[src/rtl/sumator_cla_pipe.sv]
// Pipelined, parametrised carry-lookahead adder/subtractor with valid/ready handshake.
// Define SUMATOR_SAT_EN to build signed saturation for the add-sat/sub-sat ops.
module sumator_cla_pipe #(
   parameter int WIDTH  = 16,
   parameter int GROUP  = 4,
   parameter int STAGES = 2
) (
   input  logic                     clk,
   input  logic                     rst,
   input  logic                     in_valid,
   output logic                     in_ready,
   input  logic [WIDTH-1:0]         in_a,
   input  logic [WIDTH-1:0]         in_b,
   input  logic                     in_cin,
   input  logic [1:0]               in_op,
   output logic                     out_valid,
   input  logic                     out_ready,
   output logic [WIDTH-1:0]         out_sum,
   output logic                     out_cout,
   output logic                     out_ovf,
   output logic                     out_zero,
   output logic [WIDTH/GROUP-1:0]   out_p,
   output logic [WIDTH/GROUP-1:0]   out_g,
   output logic [WIDTH/GROUP-1:0]   out_c
);

   localparam int NG   = WIDTH / GROUP;
   localparam int NRES = (STAGES > 1) ? STAGES - 1 : 1;

   if (GROUP < 1 || WIDTH % GROUP != 0) begin : g_bad_width
      $error("sumator_cla_pipe: WIDTH (%0d) must be a multiple of GROUP (%0d)", WIDTH, GROUP);
   end
   if (STAGES < 1 || STAGES > 4) begin : g_bad_stages
      $error("sumator_cla_pipe: STAGES (%0d) must be in 1..4", STAGES);
   end

   typedef struct packed {
      logic [WIDTH-1:0] a;
      logic [WIDTH-1:0] b;    // already inverted for subtract ops
      logic             cin;
`ifdef SUMATOR_SAT_EN
      logic             sat;
`endif
      logic [NG-1:0]    gp;
      logic [NG-1:0]    gg;
   } front_t;

   typedef struct packed {
      logic [WIDTH-1:0] sum;
      logic             cout;
      logic             ovf;
      logic             zero;
      logic [NG-1:0]    p;
      logic [NG-1:0]    g;
      logic [NG-1:0]    c;
   } res_t;

   function automatic front_t do_front(input logic [WIDTH-1:0] a,
                                       input logic [WIDTH-1:0] b,
                                       input logic             cin,
                                       input logic             sub);
      front_t           f;
      logic [WIDTH-1:0] p;
      logic [WIDTH-1:0] g;
      f.a   = a;
      f.b   = sub ? ~b : b;
      f.cin = cin;
`ifdef SUMATOR_SAT_EN
      f.sat = 1'b0;
`endif
      p = f.a ^ f.b;
      g = f.a & f.b;
      for (int j = 0; j < NG; j++) begin
         f.gp[j] = &p[j*GROUP +: GROUP];
         f.gg[j] = 1'b0;
         for (int i = 0; i < GROUP; i++)
            f.gg[j] = g[j*GROUP+i] | (p[j*GROUP+i] & f.gg[j]);
      end
      return f;
   endfunction

   function automatic res_t do_back(input front_t f);
      res_t             r;
      logic [WIDTH-1:0] p;
      logic [WIDTH-1:0] g;
      logic [NG:0]      c;
      logic             term;
      logic             cb;
      p = f.a ^ f.b;
      g = f.a & f.b;
      // Flattened lookahead: every group carry is a sum of products of lower-group P/G and cin.
      for (int j = 0; j <= NG; j++) begin
         c[j] = f.cin;
         for (int k = 0; k < j; k++) c[j] = c[j] & f.gp[k];
         for (int k = 0; k < j; k++) begin
            term = f.gg[k];
            for (int m = k + 1; m < j; m++) term = term & f.gp[m];
            c[j] = c[j] | term;
         end
      end
      r.sum = '0;
      for (int j = 0; j < NG; j++) begin
         cb = c[j];
         for (int i = 0; i < GROUP; i++) begin
            r.sum[j*GROUP+i] = p[j*GROUP+i] ^ cb;
            cb = g[j*GROUP+i] | (p[j*GROUP+i] & cb);
         end
      end
      r.cout = c[NG];
      r.ovf  = (f.a[WIDTH-1] == f.b[WIDTH-1]) && (r.sum[WIDTH-1] != f.a[WIDTH-1]);
`ifdef SUMATOR_SAT_EN
      if (f.sat && r.ovf)
         r.sum = f.a[WIDTH-1] ? {1'b1, {(WIDTH-1){1'b0}}} : {1'b0, {(WIDTH-1){1'b1}}};
`endif
      r.zero = (r.sum == '0);
      r.p    = f.gp;
      r.g    = f.gg;
      r.c    = c[NG-1:0];
      return r;
   endfunction

   logic              stall;
   front_t            f_in;
   res_t              res_in;
   logic [STAGES-1:0] vld_q;
   logic [STAGES-1:0] vld_d;
   res_t              res_q [NRES];
   res_t              res_d [NRES];

   assign stall    = out_valid && !out_ready;
   assign in_ready = !stall;

   always_comb begin
      f_in = do_front(in_a, in_b, in_cin, in_op[0]);
`ifdef SUMATOR_SAT_EN
      f_in.sat = in_op[1];
`endif
   end

`ifndef SUMATOR_SAT_EN
   logic unused_sat_op;
   assign unused_sat_op = in_op[1];
`endif

   if (STAGES == 1) begin : g_single
      always_comb res_in = do_back(f_in);
   end else begin : g_split
      front_t front_q;
      front_t front_d;

      always_comb front_d = stall ? front_q : f_in;

      always_ff @(posedge clk or posedge rst) begin
         if (rst) front_q <= '0;
         else     front_q <= front_d;
      end

      always_comb res_in = do_back(front_q);
   end

   // Empty slots advance like real beats; the whole pipe freezes only on output stall.
   always_comb begin
      // NOTE: every comb output gets a default first so no path can infer a latch.
      vld_d = vld_q;
      res_d = res_q;
      if (!stall) begin
         vld_d[0] = in_valid;
         res_d[0] = res_in;
         for (int s = 1; s < STAGES; s++) vld_d[s] = vld_q[s-1];
         for (int s = 1; s < NRES; s++)   res_d[s] = res_q[s-1];
      end
   end

   // NOTE: sequential state uses non-blocking assignment so all flops update together.
   always_ff @(posedge clk or posedge rst) begin
      if (rst) begin
         vld_q <= '0;
         res_q <= '{default: '0};
      end else begin
         vld_q <= vld_d;
         res_q <= res_d;
      end
   end

   assign out_valid = vld_q[STAGES-1];
   assign out_sum   = res_q[NRES-1].sum;
   assign out_cout  = res_q[NRES-1].cout;
   assign out_ovf   = res_q[NRES-1].ovf;
   assign out_zero  = res_q[NRES-1].zero;
   assign out_p     = res_q[NRES-1].p;
   assign out_g     = res_q[NRES-1].g;
   assign out_c     = res_q[NRES-1].c;

endmodule

[config.mk]
export PLATFORM = sky130hd
export DESIGN_NAME = sumator_cla_pipe
export DESIGN_NICKNAME = d
export VERILOG_FILES = /design/src/rtl/sumator_cla_pipe.sv
export SDC_FILE = /design/constraint.sdc
export NUM_CORES = 1
export LEC_CHECK = 0
export ABC_AREA = 1
export CAP_MARGIN = 20
export CORE_ASPECT_RATIO = 0.7
export CORE_UTILIZATION = 39
export DETAILED_ROUTE_END_ITERATION = 12
export PLACE_DENSITY = 0.74
export SYNTH_ARGS = -nofsm -noshare
export SYNTH_HDL_FRONTEND = slang
export SYNTH_SLANG_ARGS = --single-unit
export TNS_END_PERCENT = 10
[constraint.sdc]
create_clock -name clk -period 3.26 [get_ports clk]
set_input_delay 0.652 -clock clk [delete_from_list [all_inputs] [get_ports clk]]
set_output_delay 0.652 -clock clk [all_outputs]
set_load 0.1 [all_outputs]
# Yosys cells after proc, flatten, opt, wreduce, memory -nomap -nowiden
# Cells that the tools add are included.
[classes]
add_sub_neg = 0
mul = 0
div = 0
magnitude_cmp = 0
eq_ne = 2
shifts = 0
muxes = 1
n_bitwise = 89
n_reduce_logical = 9
[op_table]
columns = ["operator", "count"]
rows = [
  ["1-bit bitwise AND", 34],
  ["1-bit bitwise OR", 34],
  ["16-bit XOR", 2],
  ["16-bit bitwise AND", 1],
  ["16-bit logical NOT", 1],
  ["16-bit 2-to-1 mux", 1],
  ["16-bit inverter", 1],
  ["4-bit AND reduction", 4],
  ["1-bit XOR", 16],
  ["15-bit bitwise AND", 1],
  ["1-bit logical AND", 2],
  ["1-bit logical NOT", 2],
  ["1-bit == test", 1],
  ["1-bit inequality test", 1],
]
[word_totals]
ff_bits = 74
latch_bits = 0
ramBits = 0
romBits = 0
output_inout_bits = 33
n_memories = 0

# Longest topological paths before layout
# Gate-level depths: netlist of the first run.
[depth]
word_depth = 15
mapped_depth = 14

# Least setup slack after synthesis of the first run
# Ideal clock, no wire load.
[synth_path]
path_type = "register to register"
from = "register g_split.front_q[8] (netlist name)"
to = "register res_q (netlist bit out_zero)"
setup_ps = 68
arrival_ps = 2515
required_time_ps = 3192
path_slack_ps = 678
path_stages_with_launch = 15
path_buffers = 0
synth_period_minus_slack_ps = 2582
path_cell_list = "dfrtp_1 a21oi_1 o21ai_2 nand2_1 nand2_1 fa_1 fa_1 fa_1 nor2_1 nand2_1 nor2_1 nand2_1 nor2_1 nand3_1 nand2_1"
[synth_lines]
columns = ["item", "line", "text"]
rows = [
  ["start: declaration", "148", "front_t front_q;"],
  ["start signal: assignment", "155", "else front_q <= front_d;"],
  ["end signal: assignment", "181", "res_q <= res_d;"],
  ["end: declaration", "127", "res_t res_q [NRES];"],
]

==> results of run 1 <==
## logic make-up (layout without fill, tap and decap cells)
logic type      count (synthesis)  count (layout)  synth area share [%]
flops                          74              74                  49.9
compound gates                 43              43                  6.08
buf+inv                        47             120                  6.21
xor+xnor                       17              17                  4.22
simple gates                  209             209                  21.7
fa+ha+maj                      28              28                  11.9
## sequential cells by signal, summed over array words and instances (netlist names)
register	count
out_sum	16
vld_q	2
out_c	4
out_cout	1
out_zero	1
g_split.front_q	41
out_ovf	1
out_g	4
out_p	4
## critical path: stages (launching register included)
cell     delay (ps)
dfrtp_1         420
a21oi_2         210
o21ai_2         130
nand2_1         110
nand2_1          90
fa_1            390
fa_1            390
fa_1            470
nor2_1          140
nand2_1          60
nor2_1          130
nand2_1          60
nor2_1           80
nand3_1          70
nand2_1          60
## power by group
| group | internal [mW] | switching, mW | leakage (nW) |
|---|---|---|---|
| clock | 0.622 | 0.359 | 0.147 |
| sequential | 1.13 | 0.140 | 0.902 |
| combinational | 0.444 | 1.44 | 1.38 |
| total | 2.20 | 1.94 | 2.43 |
## path summary, 6_finish.rpt
| path | endpoint | from | cells past startpoint |
|---|---|---|---|
| max in group asynchronous | g_split.front_q[38]$_DFFE_PP0N_ | rst | 3 |
| min reg2reg | vld_q[1]$_DFFE_PP0N_ | vld_q[0]$_DFFE_PP0N_ | 2 |
| max reg2reg | out_zero$_DFFE_PP0N_ | g_split.front_q[8]$_DFFE_PP0N_ | 14 |
| min | vld_q[1]$_DFFE_PP0N_ | vld_q[0]$_DFFE_PP0N_ | 2 |
| max | out_zero$_DFFE_PP0N_ | g_split.front_q[8]$_DFFE_PP0N_ | 14 |
| min in group asynchronous | out_c[0]$_DFFE_PP0N_ | rst | 2 |
## synthesized netlist by cell type
| cell | instances |
|---|---|
| ha_1 | 16 |
| xor2_1 | 15 |
| dfrtp_1 | 74 |
| fa_1 | 12 |
| nand2_2 | 1 |
| nand2_1 | 178 |
| o21ai_2 | 1 |
| o21a_1 | 1 |
| a31oi_1 | 3 |
| nand4_1 | 4 |
| xor2_2 | 1 |
| xnor2_1 | 1 |
| inv_2 | 1 |
| buf_12 | 1 |
| o21ai_0 | 26 |
| nand3_1 | 2 |
| nand3b_1 | 1 |
| a21oi_1 | 12 |
| buf_2 | 9 |
| buf_4 | 5 |
| inv_1 | 29 |
| nor2_1 | 23 |
| buf_6 | 1 |
| clkbuf_1 | 1 |
## metal layers
metal / track usage [%] / part of all wire, % / up-vias
met5: 0 / 0 / -
met4: 4.83 / 0.65 / 0
met3: 6.15 / 6.2 / 6
met2: 28.1 / 46 / 80
met1: 24.9 / 47 / 1372
li1: - / - / 1431
## through the flow
step                instances  area, µm²  worst slack, ps
floorplan                 418       3710              678
global placement          601       4430              317
detailed placement        601       4430              267
CTS                       615       4730              250
global route              615       4730             86.6
finish                    615       4730              373
## timing repair
item,4_1_cts,5_1_grt
setup endpoints to repair,0,1
endpoints found under the hold margin,0,0
resized for setup,0,1
## layout make-up
type	count	area [µm²]	area share (%)
clock buffer	11	253	5.34
clock inverter	3	40.0	0.847
inverter	30	113	2.38
multi-input combinational	297	1630	34.4
sequential	74	1850	39.2
tap	124	155	3.28
timing repair buffer	76	688	14.6
==> flow_summary.ini, run 1 <==
[route]
drt_wl_total_mm = 8.29
vias_per_cell = 4.70
drtIter0Drc = 173
drc = 0
vias = 2889
dr.pass1.iters = 4
ant_nets = 0
detail_route.wl_per_cell_um = 13.5

[timing]
fmax_ghz = 0.346
rsz0062_at_grt = no
period_share_pct = 88.6
maxSlewHeadroom_pct = 59.5
fin_worst_skew_ps = 3.67
final_max_slew_viol_count = 0
period_needed_ps = 2890
hold_ws_ps = 440
fin_setup_tns_ps = 0
finalHoldViolations = 0
worstMarginPinSlew_ps = 606
finalSetupViolations = 0

[logic_synthesis]
syn_inst = 418
yosysWarningCount = 0
syn_area_um2 = 3710
ys_types = 24
yosysTopAreaCell = dfrtp_1
synth.area.top_cells = dfrtp_1, nand2_1, fa_1, ha_1, xor2_1
synth_top_area_share_pct = 49.9
synth_area_per_cell_um2 = 8.87
seq_area_frac_synth_pct = 49.9
ys_ff_latch = 74
syn_nets = 485

[floorplanning]
ios = 72
die_y_um = 83.6
coreArea_um2 = 9140
start_util_pct = 40.5
die_w_um = 119
rows = 29
dieArea_um2 = 9910

[power]
ir_drop_v = 0.000789
total_power_mw = 4.14
power.density_nw_per_um2 = 875
power.leakage_nw = 2.43

[grt]
grt.overflow.total = 0
grt_max_degree = 50
grt_first_pass_wirelength_mm = 13.9
grt_usage_pct = 18.4
antenna_found_initial = 0
grt_pass1_vias = 2935

[clock_network]
cts_tree = yes
clock_latency_ps = 330
clk_pin_slew_ps = 60
cts_setup_buffers = 0
cts_root_buf = clkbuf_16
cts_made_buffers = 9
holdBufCountCts = 0
ctsHtreeMaxLevel = 3
clockBufferDepth = 2
cts_sinks = 74

[finish]
final_cell_mix = nand2_1, dfrtp_1, clkdlybuf4s50_1, buf_4, inv_1
fin_nets = 555
final_core_util_pct = 51.7
drive_gt1_share_pct = 12.0
final_common_cell = nand2_1
antenna_cells = 0
syn_to_final_growth_pct = 27.6
final.fill_count = 881

[placed_design]
dp_hpwl_mm = 6.04
globalplace.congestion = 0.829
port_buffers = 70

[run_status]
status = finished clean

[critical_path]
crit_path_end_kind = register
reg2reg_slack_ps = 370
critPathArrivalTime_ps = 3160
path_class = register to register
cp.required_ps = 3530
critPathMaxFanout = 3
start_kind = register

[run]
cap_violations = 0

[worst_hold_path]
hp-class = register to register
Power figures use the tool's default switching activity.
==> run 2, diff against run 1 <==
--- a/config.mk
+++ b/config.mk
@@ -11,6 +11,7 @@
 export CORE_UTILIZATION = 39
 export DETAILED_ROUTE_END_ITERATION = 12
 export PLACE_DENSITY = 0.74
+export REMOVE_ABC_BUFFERS = 1
 export SYNTH_ARGS = -nofsm -noshare
 export SYNTH_HDL_FRONTEND = slang
 export SYNTH_SLANG_ARGS = --single-unit
==> flow_summary.ini, run 2 (synthesis gave the netlist of run 1 again) <==
[timing]
final_max_slew_viol_count = 0
setup_slack_ps = 363
fin_worst_skew_ps = 5.20
finalHoldViolations = 0
finalSetupViolations = 0
fmax_ghz = 0.345
rsz0062_at_grt = no
period_needed_ps = 2900
fin_setup_tns_ps = 0
maxSlewHeadroom_pct = 30.7
period_share_pct = 88.9
hold_ws_ps = 459
worstMarginPinSlew_ps = 1040

[route]
detail_route.wl_per_cell_um = 12.5
ant_nets = 0
drc = 0
drtIter0Drc = 257
drt_wl_total_mm = 7.71
routed.top_layer = met4
vias = 2839
wl_met3_um = 417
dr.pass1.iters = 4
vias_per_cell = 4.62
dr_wl_met2_mm = 3.54
met1_length_mm = 3.70

[placed_design]
port_buffers = 70
globalplace.congestion = 0.772
dp_hpwl_mm = 5.38
post-place-ws_ps = 262

[power]
ir_drop_v = 0.000286
power.leakage_nw = 2.43
power.density_nw_per_um2 = 885

[floorplanning]
dieArea_um2 = 9910
start_util_pct = 40.5
rows = 29
die_w_um = 119
coreArea_um2 = 9140
ios = 72
die_y_um = 83.6

[grt]
antenna_found_initial = 0
grt_max_degree = 75
grt_pass1_vias = 2760
grt_first_pass_wirelength_mm = 13.2
grt.overflow.total = 0
grt_usage_pct = 16.9

[worst_hold_path]
hp-class = register to register
min_from = vld_q[0]$_DFFE_PP0N_
hold_end = vld_q[1]$_DFFE_PP0N_
hold_depth = 2

[finish]
drive_gt1_share_pct = 12.0
final_common_cell = nand2_1
largest_register_ff_count = 41
syn_to_final_growth_pct = 28.1
final_cell_mix = nand2_1, dfrtp_1, clkdlybuf4s50_1, buf_4, inv_1
antenna_cells = 0
top_register = g_split.front_q
fin_nets = 553

[clock_network]
cts_tree = yes
cts_root_buf = clkbuf_16
clockBufferDepth = 2
clock_latency_ps = 330
cts_made_buffers = 9
holdBufCountCts = 0
cts_sinks = 74
cts_setup_buffers = 0
clk_pin_slew_ps = 60
ctsHtreeMaxLevel = 3
cts_resized = 0

[critical_path]
path_class = register to register
start_kind = register
critPathMaxFanout = 3
worstReg2RegStart = g_split.front_q[8]$_DFFE_PP0N_
crit_start = g_split.front_q[8]$_DFFE_PP0N_
crit_path_end_kind = register
rr_worst_depth = 14
reg2reg_to = out_zero$_DFFE_PP0N_
critPathArrivalTime_ps = 3160
reg2reg_slack_ps = 360
cp.required_ps = 3520

[run_status]
status = finished clean

[run]
cap_violations = 0
run 2: how the worst max path moves through the flow:
| stage | endpoint | slack [ps] | cells past startpoint |
|---|---|---|---|
| 6_report | out_zero$_DFFE_PP0N_ | 360 | 14 |
| 5_1_grt | out_zero$_DFFE_PP0N_ | 160 | 13 |
| 4_1_cts | out_zero$_DFFE_PP0N_ | 200 | 14 |
| 3_5_place_dp | out_zero$_DFFE_PP0N_ | 260 | 14 |
| 3_3_place_gp | out_zero$_DFFE_PP0N_ | 300 | 14 |
| 2_1_floorplan | out_c[3]$_DFFE_PP0N_ | 5 | 4 |
run 2: metal layers:
metal  global-route usage [%]  vias to the layer above
met4                     4.14                        0
met1                     22.5                     1346
met3                     5.67                        6
met5                        0                        -
met2                     26.6                       55
li1                         -                     1432
run 2: report_power, final:
part           total [mW]  switching [mW]  internal, mW
combinational        1.86            1.42         0.438
sequential           1.27           0.142          1.13
clock                1.07           0.382         0.692
run 2: final cells by class:
type	count	area, µm²
clock buffers	10	239
well taps	124	155
fillers	869	4390
multi-input cells	297	1630
clock inverters	6	90.1
inverters	30	113
flip-flops and latches	74	1850
repair buffers	74	673
run 2: critical path, cell delays in order (launching register included):
cell	delay (ps)
dfrtp_1	420
a21oi_2	270
o21ai_2	120
nand2_1	90
nand2_1	120
fa_1	410
fa_1	400
fa_1	470
nor2_1	110
nand2_1	60
nor2_1	100
nand2_1	50
nor2_1	80
nand3_1	80
nand2_1	60
run 2: stage by stage:
stage	cell area, µm²	std cells	util, %	total power [mW]
6_report	4750	615	52.0	4.21
5_1_grt	4750	615	52.0	4.42
4_1_cts	4750	615	51.9	4.24
3_5_place_dp	4420	599	48.3	3.15
3_3_place_gp	4420	599	48.3	3.13
2_1_floorplan	3590	401	-	2.70
